$ cat config.mk
export PLATFORM = sky130hd
export DESIGN_NAME = instruction_fetch
export DESIGN_NICKNAME = d
export VERILOG_FILES = /design/src/rtl/instruction_fetch.sv
export SDC_FILE = /design/constraint.sdc
export NUM_CORES = 1
export LEC_CHECK = 0
export ABC_AREA = 1
export CORE_ASPECT_RATIO = 1.75
export CORE_MARGIN = 5
export CORE_UTILIZATION = 48
export DETAILED_ROUTE_END_ITERATION = 16
export GPL_ROUTABILITY_DRIVEN = 0
export MAX_ROUTING_LAYER = met4
export PLACE_DENSITY_LB_ADDON = 0.08
export SLEW_MARGIN = 20
export SYNTH_ARGS = -nofsm -noshare
export SYNTH_HDL_FRONTEND = slang
export SYNTH_SLANG_ARGS = --single-unit
export TNS_END_PERCENT = 1
$ cat constraint.sdc
create_clock -name clk -period 6.25 [get_ports clk]
set_clock_uncertainty 0.1 [all_clocks]
set_input_delay 0.9375 -clock clk [delete_from_list [all_inputs] [get_ports clk]]
set_output_delay 0.9375 -clock clk [all_outputs]
set_load 0.05 [all_outputs]
$ cat src/rtl/instruction_fetch.sv
// rtl/instruction_fetch.sv - PC owner and fetch stage with 2-entry skid buffer ahead of the decode handshake.
// Optional macro IFETCH_PERF_EN adds fetch_count/stall_count performance counters.
module instruction_fetch #(
  parameter logic [31:0] RESET_PC = 32'h0000_0000
) (
  input  logic        clk,
  input  logic        reset,
  input  logic        run,
  output logic [31:0] pc,
  input  logic [31:0] insn,
  input  logic        redirect_valid,
  input  logic [31:0] redirect_pc,
  output logic        out_valid,
  input  logic        out_ready,
  output logic [31:0] out_pc,
  output logic [31:0] out_insn
`ifdef IFETCH_PERF_EN
  ,
  output logic [31:0] fetch_count,
  output logic [31:0] stall_count
`endif
);

  logic [31:0] pc_q, pc_d;
  logic        inflight_q, inflight_d;
  logic [31:0] inflight_pc_q, inflight_pc_d;
  logic [31:0] buf_pc_q [2];
  logic [31:0] buf_pc_d [2];
  logic [31:0] buf_insn_q [2];
  logic [31:0] buf_insn_d [2];
  logic        rd_ptr_q, rd_ptr_d;
  logic        wr_ptr_q, wr_ptr_d;
  logic [1:0]  count_q, count_d;

  logic pop;
  logic push;
  logic issue;

  always_comb begin
    pop   = (count_q != 2'd0) & out_ready;
    push  = inflight_q;
    // Occupancy after this edge must leave room for the word this issue brings back.
    issue = run & ~redirect_valid &
            (({1'b0, count_q} + {2'b00, inflight_q}) < (3'd2 + {2'b00, pop}));

    pc_d          = pc_q;
    inflight_d    = inflight_q;
    inflight_pc_d = inflight_pc_q;
    buf_pc_d      = buf_pc_q;
    buf_insn_d    = buf_insn_q;
    rd_ptr_d      = rd_ptr_q;
    wr_ptr_d      = wr_ptr_q;
    count_d       = count_q;

    if (redirect_valid) begin
      pc_d       = redirect_pc & 32'hFFFF_FFFC;
      inflight_d = 1'b0;
      rd_ptr_d   = 1'b0;
      wr_ptr_d   = 1'b0;
      count_d    = 2'd0;
    end else begin
      inflight_d = issue;
      if (issue) begin
        inflight_pc_d = pc_q;
        pc_d          = pc_q + 32'd4;
      end
      if (push) begin
        buf_pc_d[wr_ptr_q]   = inflight_pc_q;
        buf_insn_d[wr_ptr_q] = insn;
        wr_ptr_d             = ~wr_ptr_q;
      end
      if (pop) begin
        rd_ptr_d = ~rd_ptr_q;
      end
      count_d = count_q + {1'b0, push} - {1'b0, pop};
    end
  end

  always_ff @(posedge clk or posedge reset) begin
    if (reset) begin
      pc_q          <= RESET_PC;
      inflight_q    <= 1'b0;
      inflight_pc_q <= 32'd0;
      buf_pc_q[0]   <= 32'd0;
      buf_pc_q[1]   <= 32'd0;
      buf_insn_q[0] <= 32'd0;
      buf_insn_q[1] <= 32'd0;
      rd_ptr_q      <= 1'b0;
      wr_ptr_q      <= 1'b0;
      count_q       <= 2'd0;
    end else begin
      pc_q          <= pc_d;
      inflight_q    <= inflight_d;
      inflight_pc_q <= inflight_pc_d;
      buf_pc_q      <= buf_pc_d;
      buf_insn_q    <= buf_insn_d;
      rd_ptr_q      <= rd_ptr_d;
      wr_ptr_q      <= wr_ptr_d;
      count_q       <= count_d;
    end
  end

  assign pc        = pc_q;
  assign out_valid = (count_q != 2'd0);
  assign out_pc    = buf_pc_q[rd_ptr_q];
  assign out_insn  = buf_insn_q[rd_ptr_q];

`ifdef IFETCH_PERF_EN
  logic [31:0] fetch_count_q, fetch_count_d;
  logic [31:0] stall_count_q, stall_count_d;

  always_comb begin
    fetch_count_d = fetch_count_q + {31'd0, issue};
    stall_count_d = stall_count_q + {31'd0, run & ~issue & ~redirect_valid};
  end

  always_ff @(posedge clk or posedge reset) begin
    if (reset) begin
      fetch_count_q <= 32'd0;
      stall_count_q <= 32'd0;
    end else begin
      fetch_count_q <= fetch_count_d;
      stall_count_q <= stall_count_d;
    end
  end

  assign fetch_count = fetch_count_q;
  assign stall_count = stall_count_q;
`endif

endmodule

# --- Word level (Yosys, flattened, before mapping) ---
# Cells that the tools add are included.
totals:
  wordCells: 52
  in_bits: 69
  out_inout_bits: 97
  ff_bits: 197
classes:
  mux: 18
  reduce_logical: 7
  n_lt_le_gt_ge: 4
  addsub: 5
  bitwise: 8
ops:
  columns: ["operator", "n"]
  rows:
  - ["$mux W32", 9]
  - ["$bwmux W64", 2]
  - ["$add A32 B3 Y32 const B", 1]
  - ["$demux W32 S1", 1]
  - ["$reduce_bool A2 Y1", 4]
  - ["$mux W1", 5]
  - ["$ge A2 B2 Y1 const B", 2]
  - ["$not A1 Y2", 2]
  - ["$reduce_and A2 Y1", 2]
  - ["$add A2 B1 Y3", 1]
  - ["$add A2 B1 Y3 const A", 1]
  - ["$and A1 B1 Y1", 3]
  - ["$lt A3 B3 Y1", 1]
  - ["$not A1 Y1", 3]
  - ["$add A2 B1 Y2", 1]
  - ["$lt A2 B1 Y1 const B", 1]
  - ["$mux W2", 1]
  - ["$sub A2 B1 Y2", 1]
  - ["$logic_and A1 B1 Y1", 1]

# --- Logic depth before layout (Yosys ltp) ---
# Gate-level depths: netlist of run 1.
depth:
  depth_word: 7
  ltp_mapped: 10
  ltp_nobuf: 9

# --- Worst setup path before layout of run 1 ---
# No wires, ideal clock.
synth_timing:
  path_type: "reg-to-output"
  start: "register rd_ptr_q"
  end: "output port out_insn[22]"
  n_path_buf: 2
  arrival_time_ns: 1.328
  path_stages_with_launch: 6
  t_required_ns: 5.213
  setup_slack_ns: 3.884
  path_cell_list: "dfrtp_1 > clkbuf_1 > inv_2 > clkbuf_1 > nand2_1 > nand2_1"
synth_via:
  elab_chain_cells: 4
synth_lines:
  columns: ["item", "line", "rtl"]
  rows:
  - ["from (decl)", "31", "logic rd_ptr_q, rd_ptr_d;"]
  - ["from (signal assigned)", "97", "rd_ptr_q <= rd_ptr_d;"]
  - ["$not A1 Y2 (implied by the code)", "106", "assign out_insn = buf_insn_q[rd_ptr_q];"]
  - ["$mux W32 (implied by the code) (3 in series)", "106", null]
  - ["to (decl)", "16", "output logic [31:0] out_insn"]
# No other way between the ends. The select of a mux whose other input is x is not followed.

# --- Worst setup path after layout of run 1 ---
layout_timing:
  start: "register rd_ptr_q"
  end: "output port out_pc[6]"
layout_via:
  elab_chain_cells: 4
layout_lines:
  columns: ["item", "line", "rtl"]
  rows:
  - ["$not A1 Y2 (implied by the code)", "105", "assign out_pc = buf_pc_q[rd_ptr_q];"]
  - ["$mux W32 (implied by the code) (3 in series)", "105", null]
  - ["to (decl)", "15", "output logic [31:0] out_pc,"]
# No other way between the ends. The select of a mux whose other input is x is not followed.

==> results.toml, run 1 <==
[clock_tree]
cts_root_buf = "clkbuf_16"
cts_tree = "built"
h-tree-depth = 4
postCtsHoldBufs = 0
postCtsSetupRepairBufs = 0
cts_buffers = 17
clockBufferDepth = 2
cts_resized = 0
clock_latency_ps = 420
clkSinkCount = 189
cts.clk_slew.worst_paths_ps = 70

[route]
drt-total-wl_mm = 21.4
drt_iter0_markers = 523
vias_per_cell = 4.86
detail-route-antenna-nets = 0
drcViolationCount = 0
drt_first_pass_iters = 5
num_vias = 7509
routedWlPerCell_um = 13.8

[synth]
avgSynthCellArea_um2 = 7.75
ys_seq_elements = 189
synth_top_family_by_area = "simple AND/OR/NAND/NOR gates"
synth-edff-count = 0
synthArstFlopShare = 1.00
synthAdderAreaFrac = 0.00689
synth_compound_area_frac = 0.0950
syn_inst = 1172
synth.area.mux_share = 0
ys_warn_count = 0
synthTopCellsByArea = "dfrtp_1 52%, nand2_1 20%, o21ai_0 8.2%, inv_1 4.8%, nand3_1 4.1%"
synthSimpleGateAreaFrac = 0.279
synth_ff_type = "dfrtp_1"
synth_xor_area_frac = 0.00675
ys_types = 26
synth_top_area_frac = 0.521
synth_area_leader_cell = "dfrtp_1"
syn_area_um2 = 9080
synth_seq_area_share = 0.521

[sta]
setup_viol = 0
finalCritPeriodShare = 0.673
rsz0062_at_grt = "false"
worst_pin_slew_ps = 951
fin_tns_setup_ps = 0
drv_slew = 0
finalCriticalPeriod_ps = 4210
timing.fmax_ghz = 0.238
finalHoldViolCount = 0
slew_headroom = 0.366

[cells_and_area]
diodes = 0
mostFrequentLayoutCell = "nand2_1"
fillers = 1752
synthToLayoutAreaGrowth_pct = 24.3
post-route-util = 0.608
nets = 1371
drive_above_1_share = 0.0489
final_cell_mix = "481 x nand2_1, 188 x dfrtp_1, 159 x clkdlybuf4s50_1"

[floorplan]
die_h_um = 192
ioPinCount = 166
die_w_um = 114
start_util = 0.489
rows = 66
core_um2 = 18600
dieArea_um2 = 21900

[critical_path]
critPathKind = "reg -> out"
required_ps = 5210
path_cells = "buf_4 -> inv_2 -> buf_4 -> nand2_1 -> nand2_1 -> clkdlybuf4s50_1"
reg2regPathDepth = 9
crit_arrival_ps = 3170
cp_max_fo = 63
end_kind = "output port"
start_kind = "flop"
critPathSlowestCell = "clkdlybuf4s50_1"
cpPeakStageDelay_ps = 800

[global_route]
grt_start_max_net_pins = 141
grt_pass1_vias = 7267
antenna_found_initial = 0
track_usage = 0.210
grt.overflow.total = 0
grt_pass1_wl_mm = 35.8

[flow_run]
drv_cap = 0

[placement]
dpl.hpwl_mm = 14.2
port_buffers = 159

[power]
ir_worst_vdd_v = 0.000268
total_leakage_power_nw = 5.61
powerDensity_nw_per_um2 = 504

[hold_path]
hold-path-cell-count = 2
hp-class = "reg -> reg"

[status]
status = "finished clean"
-- metal layers --
metal / track usage / share of wire
met1: 0.258 / 0.44
met2: 0.352 / 0.50
met3: 0.0255 / 0.032
met4: 0.0805 / 0.029
met5: - / 0
-- cell usage after synthesis (2+ instances only) --
cell and count:
nand2_1 481, dfrtp_1 189, o21ai_0 149, inv_1 115, nand3_1 75, nor2_1 34
clkbuf_1 32, o21ai_1 16, buf_6 14, buf_2 10, nor2_4 8, buf_4 7
a21oi_1 6, nand2_2 6, nor2_2 6, ha_1 5, inv_2 4, xnor2_1 4
xor2_1 3, nand2_4 2
-- registers in the layout, summed over array words and instances, names as in the netlist --
| register | flops |
|---|---|
| pc | 30 |
| buf_insn_q | 64 |
| inflight_pc_q | 30 |
| wr_ptr_q | 1 |
| inflight_q | 1 |
| count_q | 2 |
| rd_ptr_q | 1 |
| buf_pc_q | 60 |
-- critical path, delay by kind of cell, from the launching register on --
family / cells / cell delay (ps)
flip-flops: 1 / 390
AND/OR/NAND/NOR: 2 / 220
buffers and inverters: 4 / 2130
-- layout make-up --
type	instances	area (µm²)	share of cell area
clock inverters	7	138	0.0122
repair buffers	166	1640	0.146
flip-flops and latches	189	4730	0.419
clock buffers	23	478	0.0423
well taps	238	298	0.0264
multi-input cells	804	3550	0.314
inverters	119	454	0.0402
-- kinds of logic (layout without fill, tap and decap cells) --
group / count (synthesis) / after routing
compound gates: 172 / 172
xor+xnor: 7 / 7
fa+ha+maj: 5 / 5
buf+inv: 182 / 315
flops: 189 / 189
other cells: 1 / 4
simple gates: 616 / 616
-- power by group --
part	total (W)	internal, W	switching, W
clock	0.00113	0.000697	0.000437
sequential	0.00199	0.00169	0.000291
combinational	0.00257	0.000829	0.00174
total	0.00569	0.00322	0.00247
-- worst paths after layout --
path / startpoint / to / slack, ps
min in group asynchronous: reset / buf_insn_q[44] / 1020
max reg2reg: inflight_q / pc[28] / 3950
max: rd_ptr_q / out_pc[6] / 2040
max in group asynchronous: reset / buf_insn_q[28] / 3800
min reg2reg: buf_pc_q[17] / buf_pc_q[17] / 380
min: buf_pc_q[17] / buf_pc_q[17] / 380
-- stage by stage --
step	worst slack [ps]	total power [W]	std cells	cell area [µm²]	hold WS (ps)
floorplan	70.4	0.00376	1175	9100	353
detailed placement	2340	0.00460	1516	10700	373
global route	1780	0.00608	1546	11300	399
CTS	1940	0.00576	1546	11300	388
finish	2040	0.00569	1546	11300	383
global placement	2350	0.00456	1516	10700	364
Power figures use the tool's default switching activity.
==> inputs of run 2 (changes only) <==
==> constraint.sdc (replaced) <==
create_clock -name clk -period 3.53 [get_ports clk]
set_clock_uncertainty 0.1 [all_clocks]
set_input_delay 0.5295 -clock clk [delete_from_list [all_inputs] [get_ports clk]]
set_output_delay 0.5295 -clock clk [all_outputs]
set_load 0.05 [all_outputs]
==> results.toml, run 2 (synthesis gave the netlist of run 1 again) <==
[floorplan]
rows = 66
die_h_um = 192
ioPinCount = 166
dieArea_um2 = 21900
core_um2 = 18600
start_util = 0.489
die_w_um = 114

[sta]
finalHoldViolCount = 0
drv_slew = 0
timing.final.ws_setup_ps = 357
finalCriticalPeriod_ps = 3170
setup_viol = 0
fin_tns_setup_ps = 0
slew_headroom = 0.513
finalCritPeriodShare = 0.899
worst_pin_slew_ps = 731
timing.fmax_ghz = 0.315
rsz0062_at_grt = "false"

[power]
switching_share = 0.442
power_frac_comb = 0.452
clkPwrFrac = 0.193
p_int_w = 0.00558
switchingPower_w = 0.00441
total_leakage_power_nw = 5.70
p_seq_frac = 0.355
ir_worst_vdd_v = 0.000548
powerDensity_nw_per_um2 = 881

[hold_path]
hp-class = "reg -> reg"

[critical_path]
required_ps = 2900
crit_arrival_ps = 2540
end_kind = "output port"
critPathKind = "reg -> out"
cp_max_fo = 34
start_kind = "flop"

[placement]
dp_slack_ps = 788
port_buffers = 159
dpl.hpwl_mm = 14.9

[cells_and_area]
drive_above_1_share = 0.0766
top_regs = "buf_insn_q x64, buf_pc_q x60"
mostFrequentLayoutCell = "nand2_1"
fillers = 1779
largest-register = "buf_insn_q"
final_cell_mix = "481 x nand2_1, 188 x dfrtp_1, 149 x o21ai_0"
nets = 1380
largest_reg_flops = 64
diodes = 0
synthToLayoutAreaGrowth_pct = 24.8

[global_route]
grt.overflow.total = 0
track_usage = 0.211
grt_start_max_net_pins = 78
antenna_found_initial = 0
grt_pass1_wl_mm = 36.0
grt_pass1_vias = 7294

[clock_tree]
cts.clk_slew.worst_paths_ps = 60
cts_tree = "built"
cts_resized = 0
postCtsHoldBufs = 0
clkSinkCount = 189
clock_latency_ps = 420
postCtsSetupRepairBufs = 0
cts_buffers = 17
clockBufferDepth = 2
h-tree-depth = 4
cts_root_buf = "clkbuf_16"

[route]
routedWlPerCell_um = 13.8
drt_iter0_markers = 529
vias_per_cell = 4.85
detail-route-antenna-nets = 0
drcViolationCount = 0
num_vias = 7552
drt-total-wl_mm = 21.5
drt_first_pass_iters = 7

[flow_run]
drv_cap = 0

[status]
status = "finished clean"
[run 2: changes by cell type in the layout (fill, tap and decap cells not counted)]
cell,delta
clkbuf_8,-2
clkdlybuf4s50_1,-27
bufinv_16,-1
inv_6,+1
buf_4,+30
buf_12,+6
clkinv_4,+1
inv_8,-1
clkinvlp_4,+3
[run 2: worst paths after layout]
kind,cells after the start,slack (ps),endpoint,start
worst min-delay path,2,380,buf_pc_q[52],buf_pc_q[52]
min in group asynchronous,2,470,buf_insn_q[54],reset
max in group asynchronous,3,2090,buf_pc_q[57],reset
worst max register to register,9,1290,pc[28],inflight_q
worst max-delay path,5,360,out_insn[16],rd_ptr_q
worst min register to register,2,380,buf_pc_q[52],buf_pc_q[52]
[run 2: through the flow]
stage | instance area [µm²] | std cells | utilization | total power [W] | hold WS, ps
global placement | 10700 | 1525 | 0.578 | 0.00805 | 364
global route | 11300 | 1556 | 0.610 | 0.0106 | 401
floorplan | 9100 | 1175 | - | 0.00667 | 353
CTS | 11300 | 1556 | 0.610 | 0.0101 | 388
finish | 11300 | 1556 | 0.610 | 0.00999 | 382
detailed placement | 10700 | 1525 | 0.578 | 0.00814 | 373
[run 2: critical path, cell delays in order (launching register included)]
cell	delay [ps]
dfrtp_2	570
inv_2	340
buf_12	260
nand2_1	80
nand2_1	80
clkdlybuf4s50_1	800
[run 2: routing by layer]
| metal | global-route usage | part of all wire | up-vias |
|---|---|---|---|
| met5 | - | 0 | - |
| met4 | 0.0901 | 0.033 | 0 |
| met3 | 0.0290 | 0.032 | 31 |
| met2 | 0.342 | 0.50 | 155 |
| met1 | 0.265 | 0.43 | 3476 |
| li1 | - | - | 3890 |
[run 2: layout make-up]
class,count,area (µm²),area share
flip-flops and latches,189,4730,0.417
multi-input cells,804,3550,0.313
repair buffers,175,1720,0.152
clock buffers,21,450,0.0397
inverters,119,450,0.0397
well taps,238,298,0.0263
clock inverters,10,140,0.0124
[run 2: power by group through the flow]
| stage | registers (W) | logic [W] | clock network, W |
|---|---|---|---|
| floorplan | 0.00367 | 0.00300 | 0 |
| global placement | 0.00355 | 0.00450 | 0 |
| detailed placement | 0.00357 | 0.00456 | 0 |
| CTS | 0.00354 | 0.00458 | 0.00197 |
| global route | 0.00366 | 0.00492 | 0.00206 |
| finish | 0.00354 | 0.00452 | 0.00192 |
